==> src/rtl/shape_select_ctrl.sv <==
// shape_select_ctrl: debounced next/prev buttons step a shape target that is committed to selec only on frame_start.
// Optional auto-advance every AUTO_FRAMES frames when built with SHAPE_AUTO_EN defined.
module shape_select_deb #(
    parameter int DEB_CYCLES = 4
) (
    input  logic clk,
    input  logic reset,
    input  logic btn_i,
    output logic press_o
);
    localparam int CW = $clog2(DEB_CYCLES);
    logic          s1_q, s2_q, deb_q, deb_last_q;
    logic [CW-1:0] cnt_q;
    always_ff @(posedge clk) begin
        if (reset) begin
            s1_q       <= 1'b0;
            s2_q       <= 1'b0;
            deb_q      <= 1'b0;
            deb_last_q <= 1'b0;
            cnt_q      <= '0;
        end else begin
            s1_q       <= btn_i;
            s2_q       <= s1_q;
            deb_last_q <= deb_q;
            if (s2_q != deb_q) begin
                if (cnt_q == CW'(DEB_CYCLES - 1)) begin
                    deb_q <= s2_q;
                    cnt_q <= '0;
                end else begin
                    cnt_q <= cnt_q + CW'(1);
                end
            end else begin
                cnt_q <= '0;
            end
        end
    end
    assign press_o = deb_q & ~deb_last_q;
endmodule

module shape_select_ctrl #(
    parameter int DEB_CYCLES  = 500000
`ifdef SHAPE_AUTO_EN
    , parameter int AUTO_FRAMES = 120
`endif
) (
    input  logic       clk,
    input  logic       reset,
    input  logic       btn_next,
    input  logic       btn_prev,
    input  logic       frame_start,
`ifdef SHAPE_AUTO_EN
    input  logic       auto_mode,
`endif
    output logic [1:0] selec,
    output logic       pending,
    output logic       applied
);
    logic       next_ev, prev_ev, next_all;
    logic [1:0] target_q, target_d, selec_q;
    logic       pending_q, applied_q, differ;

    shape_select_deb #(.DEB_CYCLES(DEB_CYCLES)) u_next (
        .clk(clk), .reset(reset), .btn_i(btn_next), .press_o(next_ev));
    shape_select_deb #(.DEB_CYCLES(DEB_CYCLES)) u_prev (
        .clk(clk), .reset(reset), .btn_i(btn_prev), .press_o(prev_ev));

`ifdef SHAPE_AUTO_EN
    localparam int AW = AUTO_FRAMES > 1 ? $clog2(AUTO_FRAMES) : 1;
    logic [AW-1:0] auto_cnt_q;
    logic          auto_wrap;
    assign auto_wrap = auto_mode && frame_start && auto_cnt_q == AW'(AUTO_FRAMES - 1);
    always_ff @(posedge clk) begin
        if (reset || !auto_mode)
            auto_cnt_q <= '0;
        else if (frame_start)
            auto_cnt_q <= auto_wrap ? '0 : auto_cnt_q + AW'(1);
    end
    assign next_all = next_ev | auto_wrap;
`else
    assign next_all = next_ev;
`endif

    // Simultaneous next and prev cancel; code 11 is unreachable from either step.
    always_comb begin
        target_d = target_q;
        if (next_all && !prev_ev)
            target_d = target_q == 2'd2 ? 2'd0 : target_q + 2'd1;
        else if (prev_ev && !next_all)
            target_d = target_q == 2'd0 ? 2'd2 : target_q - 2'd1;
    end

    assign differ = target_q != selec_q;

    // Commit uses the pre-step target, so a press on a frame boundary waits one frame.
    always_ff @(posedge clk) begin
        if (reset) begin
            target_q  <= 2'd0;
            selec_q   <= 2'd0;
            pending_q <= 1'b0;
            applied_q <= 1'b0;
        end else begin
            target_q  <= target_d;
            selec_q   <= (frame_start && differ) ? target_q : selec_q;
            applied_q <= frame_start && differ;
            pending_q <= differ;
        end
    end

    assign selec   = selec_q;
    assign pending = pending_q;
    assign applied = applied_q;
endmodule

==> config.mk <==
export PLATFORM = sky130hd
export DESIGN_NAME = shape_select_ctrl
export DESIGN_NICKNAME = d
export VERILOG_FILES = /design/src/rtl/shape_select_ctrl.sv
export SDC_FILE = /design/constraint.sdc
export NUM_CORES = 1
export LEC_CHECK = 0
export BUFFER_PORTS_ARGS = -buffer_cell sky130_fd_sc_hd__buf_4
export CORE_ASPECT_RATIO = 2
export CORE_MARGIN = 1
export CORE_UTILIZATION = 41
export CTS_CLUSTER_DIAMETER = 100
export DETAILED_ROUTE_END_ITERATION = 8
export GPL_ROUTABILITY_DRIVEN = 0
export SETUP_SLACK_MARGIN = 0.2
export SLEW_MARGIN = 20
export SYNTH_ARGS = -nofsm -noshare
export SYNTH_HDL_FRONTEND = slang
export SYNTH_SLANG_ARGS = --single-unit
export TNS_END_PERCENT = 100
==> constraint.sdc <==
create_clock -name clk -period 2.15 [get_ports clk]
set_input_delay 0.1075 -clock clk [delete_from_list [all_inputs] [get_ports clk]]
set_output_delay 0.1075 -clock clk [all_outputs]
set_load 0.005 [all_outputs]
==> run metrics, run 1 <==
f_max=~0.54 GHz; crit share post-route=0.868; vias in the first global route=1,652; placed cells=326; fin util=0.487; DR vias=between 1,500 and 2,000; final hold vios=0; die area=5850 um2; flop-to-flop setup slack=between 200 and 300 ps; Crit Path Class=reg2reg; Setup TNS Final=0 ps; core area=5370 um2; Max FO, Critical Path=6; Total GRT Usage=0.172; Pre-antenna DRT Iters=4; Starting Density=0.422; Period minus WS final=1870 ps; commonest non-fill, non-tap cell in the layout=dfxtp_1; Syn Inst Count=252; # fillers=~550; largest net degree at the start of global routing=20; grt ovf=0; Post-Place Setup Slack=approximately 300 ps; P_leak=between 0.8 and 0.9 nW; clk_lat worst skew=320 ps; CP Launch Type=flip-flop; initial antenna violation count=0; DRC Markers=0; Max Cap Viol=0; htree depth=2; clock slew at reported path FFs=about 90 ps; Rel. slew slack=0.596; Seq/Total Area, Yosys=0.459; area grow syn2layout=15.6%; CTS max path bufs=2; Final Power=1.73 mW; Starting DRT DRC Count=16; Routed WL=4370 um; Ant. Diodes=0; global-route wire length before repair=7080 um; via density per instance=5.20; design area=about 2600 um2; Finished Layout Cells=around 340; CTS Buf Count=5; nets@finish=286; most frequent cells in the layout=51 x dfxtp_1, 43 x nor2_1, 26 x xnor2_1; Critical Path AT=2070 ps; Hold Path Class=in2reg; Sink Count=52; Pins Over Slew Limit=0; num ports=9; Die H=107 um; outcome=completed; Unique masters post-synth=33; VDD IR max=648 uV; Net Count, Synth=263; DP Area=2460 um2; share of layout cells above drive strength 1=0.130; Worst Tran Pin Value=601 ps; Die Wd=~55 um; antenna viol nets, final=0; Yosys warning count=0; syn avg cell area=8.99 um2; hold slack=22.0 ps; PnR worst setup slack=~280 ps; Cell Pwr Density=661 nW/um2; critical path endpoint category=flip-flop; routed length per instance=13.0 um; RSZ-0062 raised after global routing=no; DP Wirelength=3290 um; Yosys reg bits=52; Setup-failing EPs final=0; CTS root buf=clkbuf_8; Max Clock Skew=roughly 12 ps; # rows=38; Mapped Area=2270 um2; TritonCTS clock tree=done; Worst EP required=2350 ps; IO Port Bufs=8
==> power breakdown <==
part	internal, mW	switching, mW	total [mW]
logic	0.0160	0.0148	0.0308
registers	0.967	0.00273	0.970
clock network	0.411	0.319	0.730
==> critical path, stage by stage, from the launching register on <==
cell     delay, ps
dfxtp_1        370
or4b_1         540
or3_4          420
nor2_1         110
mux2_2         330
==> registers in the layout, summed over array words and instances (netlist names) <==
register,cells
u_next.cnt_q,19
u_prev.cnt_q,19
selec,2
target_q,2
applied,1
pending,1
u_next.deb_last_q,1
u_next.deb_q,1
u_next.s1_q,1
u_next.s2_q,1
u_prev.deb_last_q,1
u_prev.deb_q,1
u_prev.s1_q,1
u_prev.s2_q,1
==> area by class of cell <==
class | count | area (um2) | share of cell area
clock buffers | 7 | 96.3 | 0.0368
clock inverters | 1 | 30.0 | 0.0115
inverters | 13 | 48.8 | 0.0186
multi-input cells | 183 | 1160 | 0.442
flip-flops and latches | 52 | 1040 | 0.398
well taps | 60 | 75.1 | 0.0287
repair buffers | 20 | 168 | 0.0640
==> final timing paths <==
kind                        start         endpoint  cells after the start
setup / recovery  u_next.cnt_q[7]     u_next.deb_q                      4
hold / removal        frame_start          applied                      2
setup reg to reg  u_next.cnt_q[7]     u_next.deb_q                      4
hold reg to reg   u_next.cnt_q[0]  u_next.cnt_q[0]                      1
==> cells by family (layout without fill, tap and decap cells) <==
group,Yosys count,count (layout),share of synthesized area
and+or+nand+nor,122,122,0.277
DFF,52,52,0.459
xor gates and xnor gates,31,31,0.120
AOI/OAI and AO/OA,20,20,0.0596
buffers and inverters,17,41,0.0320
adders and majority gates,6,6,0.0331
muxes,4,4,0.0188
==> per-layer routing <==
| metal | up-vias | global-route usage | share of wire | routed length, um |
|---|---|---|---|---|
| met3 | 10 | 0.0411 | 0.021 | 94 |
| met5 | - | 0 | 0 | 0 |
| met1 | 815 | 0.151 | 0.37 | 1640 |
| met4 | 0 | 0.110 | 0.026 | 114 |
| li1 | 906 | - | - | - |
| met2 | 16 | 0.316 | 0.58 | 2530 |
==> synth_stat cells (all sizes together) <==
| cell type | instances | area (um2) |
|---|---|---|
| a31o | 1 | 8.76 |
| nor2 | 43 | 161 |
| nand2 | 9 | 33.8 |
| mux2 | 2 | 22.5 |
| o31ai | 2 | 20.0 |
| buf | 2 | 16.3 |
| nor4 | 8 | 50.1 |
| and2 | 1 | 6.26 |
| nand3 | 13 | 65.1 |
| a21oi | 8 | 40.0 |
| mux2i | 2 | 20.0 |
| or4 | 2 | 15.0 |
| nand2b | 2 | 12.5 |
| and3 | 1 | 6.26 |
| nor2b | 11 | 68.8 |
| clkbuf | 2 | 7.51 |
| inv | 13 | 48.8 |
| or4b | 2 | 20.0 |
| nand4 | 11 | 75.1 |
| dfxtp | 52 | 1040 |
| xnor2 | 26 | 228 |
| o21ai | 5 | 36.3 |
| xor2 | 5 | 43.8 |
| or3 | 8 | 55.1 |
| a211oi | 4 | 30.0 |
| nand4b | 1 | 8.76 |
| nor3 | 10 | 50.1 |
| ha | 6 | 75.1 |
==> repair_timing <==
action,4_1_cts,5_1_grt
endpoints found under the setup margin,0,2
endpoints found under the hold margin,2,0
hold buffers,2,0
setup buffers,0,0
gates resized for setup,0,3
(Power assumes the default switching activity.)
==> run 2: changes to the inputs <==
- ABC_AREA: not set -> 1
==> run 2 against run 1 <==
Die area grew 14%. Critical path depth grew 2. Register-to-register slack gained 240 ps. Critical path type unchanged. Largest cell class unchanged. Routed wire length grew 26%. Utilization shrank 1.3 points. Maximum frequency grew 15%.
==> run metrics, run 2 <==
Ant. Diodes=0; post-CTS setup buffer count=0; antenna viol nets, final=0; Pins Over Slew Limit=0; CP Launch Type=flip-flop; CP delay by family, top=simple AND/OR/NAND/NOR gates; CTS Hold Bufs=0; via density per instance=4.71; most frequent cells in the layout=94 x nand2_1, 86 x nor2_1, 52 x dfxtp_1; Hold Path Class=in2reg; Seq/Total Area, Yosys=0.402; area leader, netlist=dfxtp_1; commonest non-fill, non-tap cell in the layout=nand2_1; Post-Place Setup Slack=500 ps; initial antenna violation count=0; clock slew at reported path FFs=70 ps; # rows=40; nets@finish=402; num ports=9; Critical Path AT=1790 ps; global-route wire length before repair=9470 um; f_max=0.616 GHz; commonest cells in the netlist=94 x nand2_1, 86 x nor2_1, 52 x dfxtp_1; Pre-antenna DRT Iters=4; Unique masters post-synth=25; DR vias=2,240; Total GRT Usage=0.189; syn avg cell area=6.84 um2; post-cts resize count=0; Net Count, Synth=390; Period minus WS final=1620 ps; Max Clock Skew=5.65 ps; PnR worst setup slack=526 ps; Mapped Area=2590 um2; Starting Density=0.428; Syn Inst Count=379; share of layout cells above drive strength 1=0.0816; CTS root buf=clkbuf_16; top_reg_cell synth=dfxtp_1; core area=6060 um2; Setup-failing EPs final=0; Final Power=1.79 mW; clk_lat worst skew=290 ps; VDD IR max=about 450 uV; critical path endpoint category=flip-flop; die area=~6700 um2; crit share post-route=0.756; Sink Count=52; IO Port Bufs=8; RSZ-0062 raised after global routing=no; placed cells=468; TritonCTS clock tree=done; cell chain of the critical path=ha_1, nand3_2, nor2_2, nand2_2, o21bai_4, nor2_1; Slowest-stage cell, CP=o21bai_4; vias in the first global route=between 2,000 and 2,500; DP Wirelength=around 4500 um; CTS max path bufs=2; DP Area=2730 um2; Starting DRT DRC Count=65; Worst path max stage delay=370 ps; DRC Markers=0; Die Wd=58.2 um; final hold vios=0; outcome=completed; top cell type's share of synthesized area=0.402; CTS Buf Count=5; Die H=~110 um; P_leak=1.01 nW; largest net degree at the start of global routing=18; Finished Layout Cells=476; synth top area cells=dfxtp_1 40%, nand2_1 14%, nor2_1 12%, inv_1 6.5%, nand3_1 4.1%; Setup TNS Final=0 ps; Worst Tran Pin Value=424 ps; routed length per instance=11.6 um; count leader, synth=nand2_1; Cell Pwr Density=623 nW/um2; Post-synth EDFFs=0; Top Registers=u_next.cnt_q x19, u_prev.cnt_q x19; area grow syn2layout=10.9%; Crit Path Class=reg2reg; Yosys warning count=0; htree depth=2; Max FO, Critical Path=17; Buf/Inv on CP=0; ys async rst share=0; Worst EP required=2320 ps; Yosys reg bits=52; Rel. slew slack=0.717; Routed WL=5520 um; grt ovf=0; design area=roughly 2900 um2; Max Cap Viol=0
-- run 2: through the flow --
stage	utilization	hold slack (ps)
final	0.474	14.3
after global placement	0.451	310
after detailed placement	0.451	316
after floorplan	-	201
after CTS	0.474	9.18
after global routing	0.474	12.1
-- run 2: final timing paths --
path | startpoint | end | slack, ps | depth (start not counted)
setup / recovery | u_prev.cnt_q[0] | u_prev.cnt_q[10] | 530 | 6
hold / removal | frame_start | selec[0] | 10 | 2
setup reg to reg | u_prev.cnt_q[0] | u_prev.cnt_q[10] | 530 | 6
hold reg to reg | u_next.s1_q | u_next.s2_q | 400 | 2
-- run 2: cells by family after synthesis --
family                     synth area share
adders and majority gates            0.0290
DFF                                   0.402
AOI/OAI and AO/OA                    0.0623
xor gates and xnor gates             0.0575
and+or+nand+nor                       0.369
buffers and inverters                0.0758
muxes                               0.00435
-- run 2: power breakdown --
group / switching [mW] / internal [mW] / leakage (nW) / total (mW)
Sequential: 0.00471 / 0.971 / 0.420 / 0.976
Clock: 0.350 / 0.429 / 0.0736 / 0.779
Combinational: 0.0193 / 0.0161 / 0.518 / 0.0354
-- run 2: layout make-up --
type                            count  area (um2)
Clock buffer                        5         125
Timing Repair Buffer                8        60.1
Multi-Input combinational cell    279        1350
Clock inverter                      3        18.8
Sequential cell                    52        1040
Inverter                           45         169
Tap cell                           84         105
Fill cell                         655        3180
-- run 2: per-layer routing --
metal	vias up	global-route usage	wire, um
li1	1195	-	-
met1	1001	0.162	1900
met2	26	0.379	3260
met3	18	0.0260	82
met4	0	0.122	273
met5	-	0	0
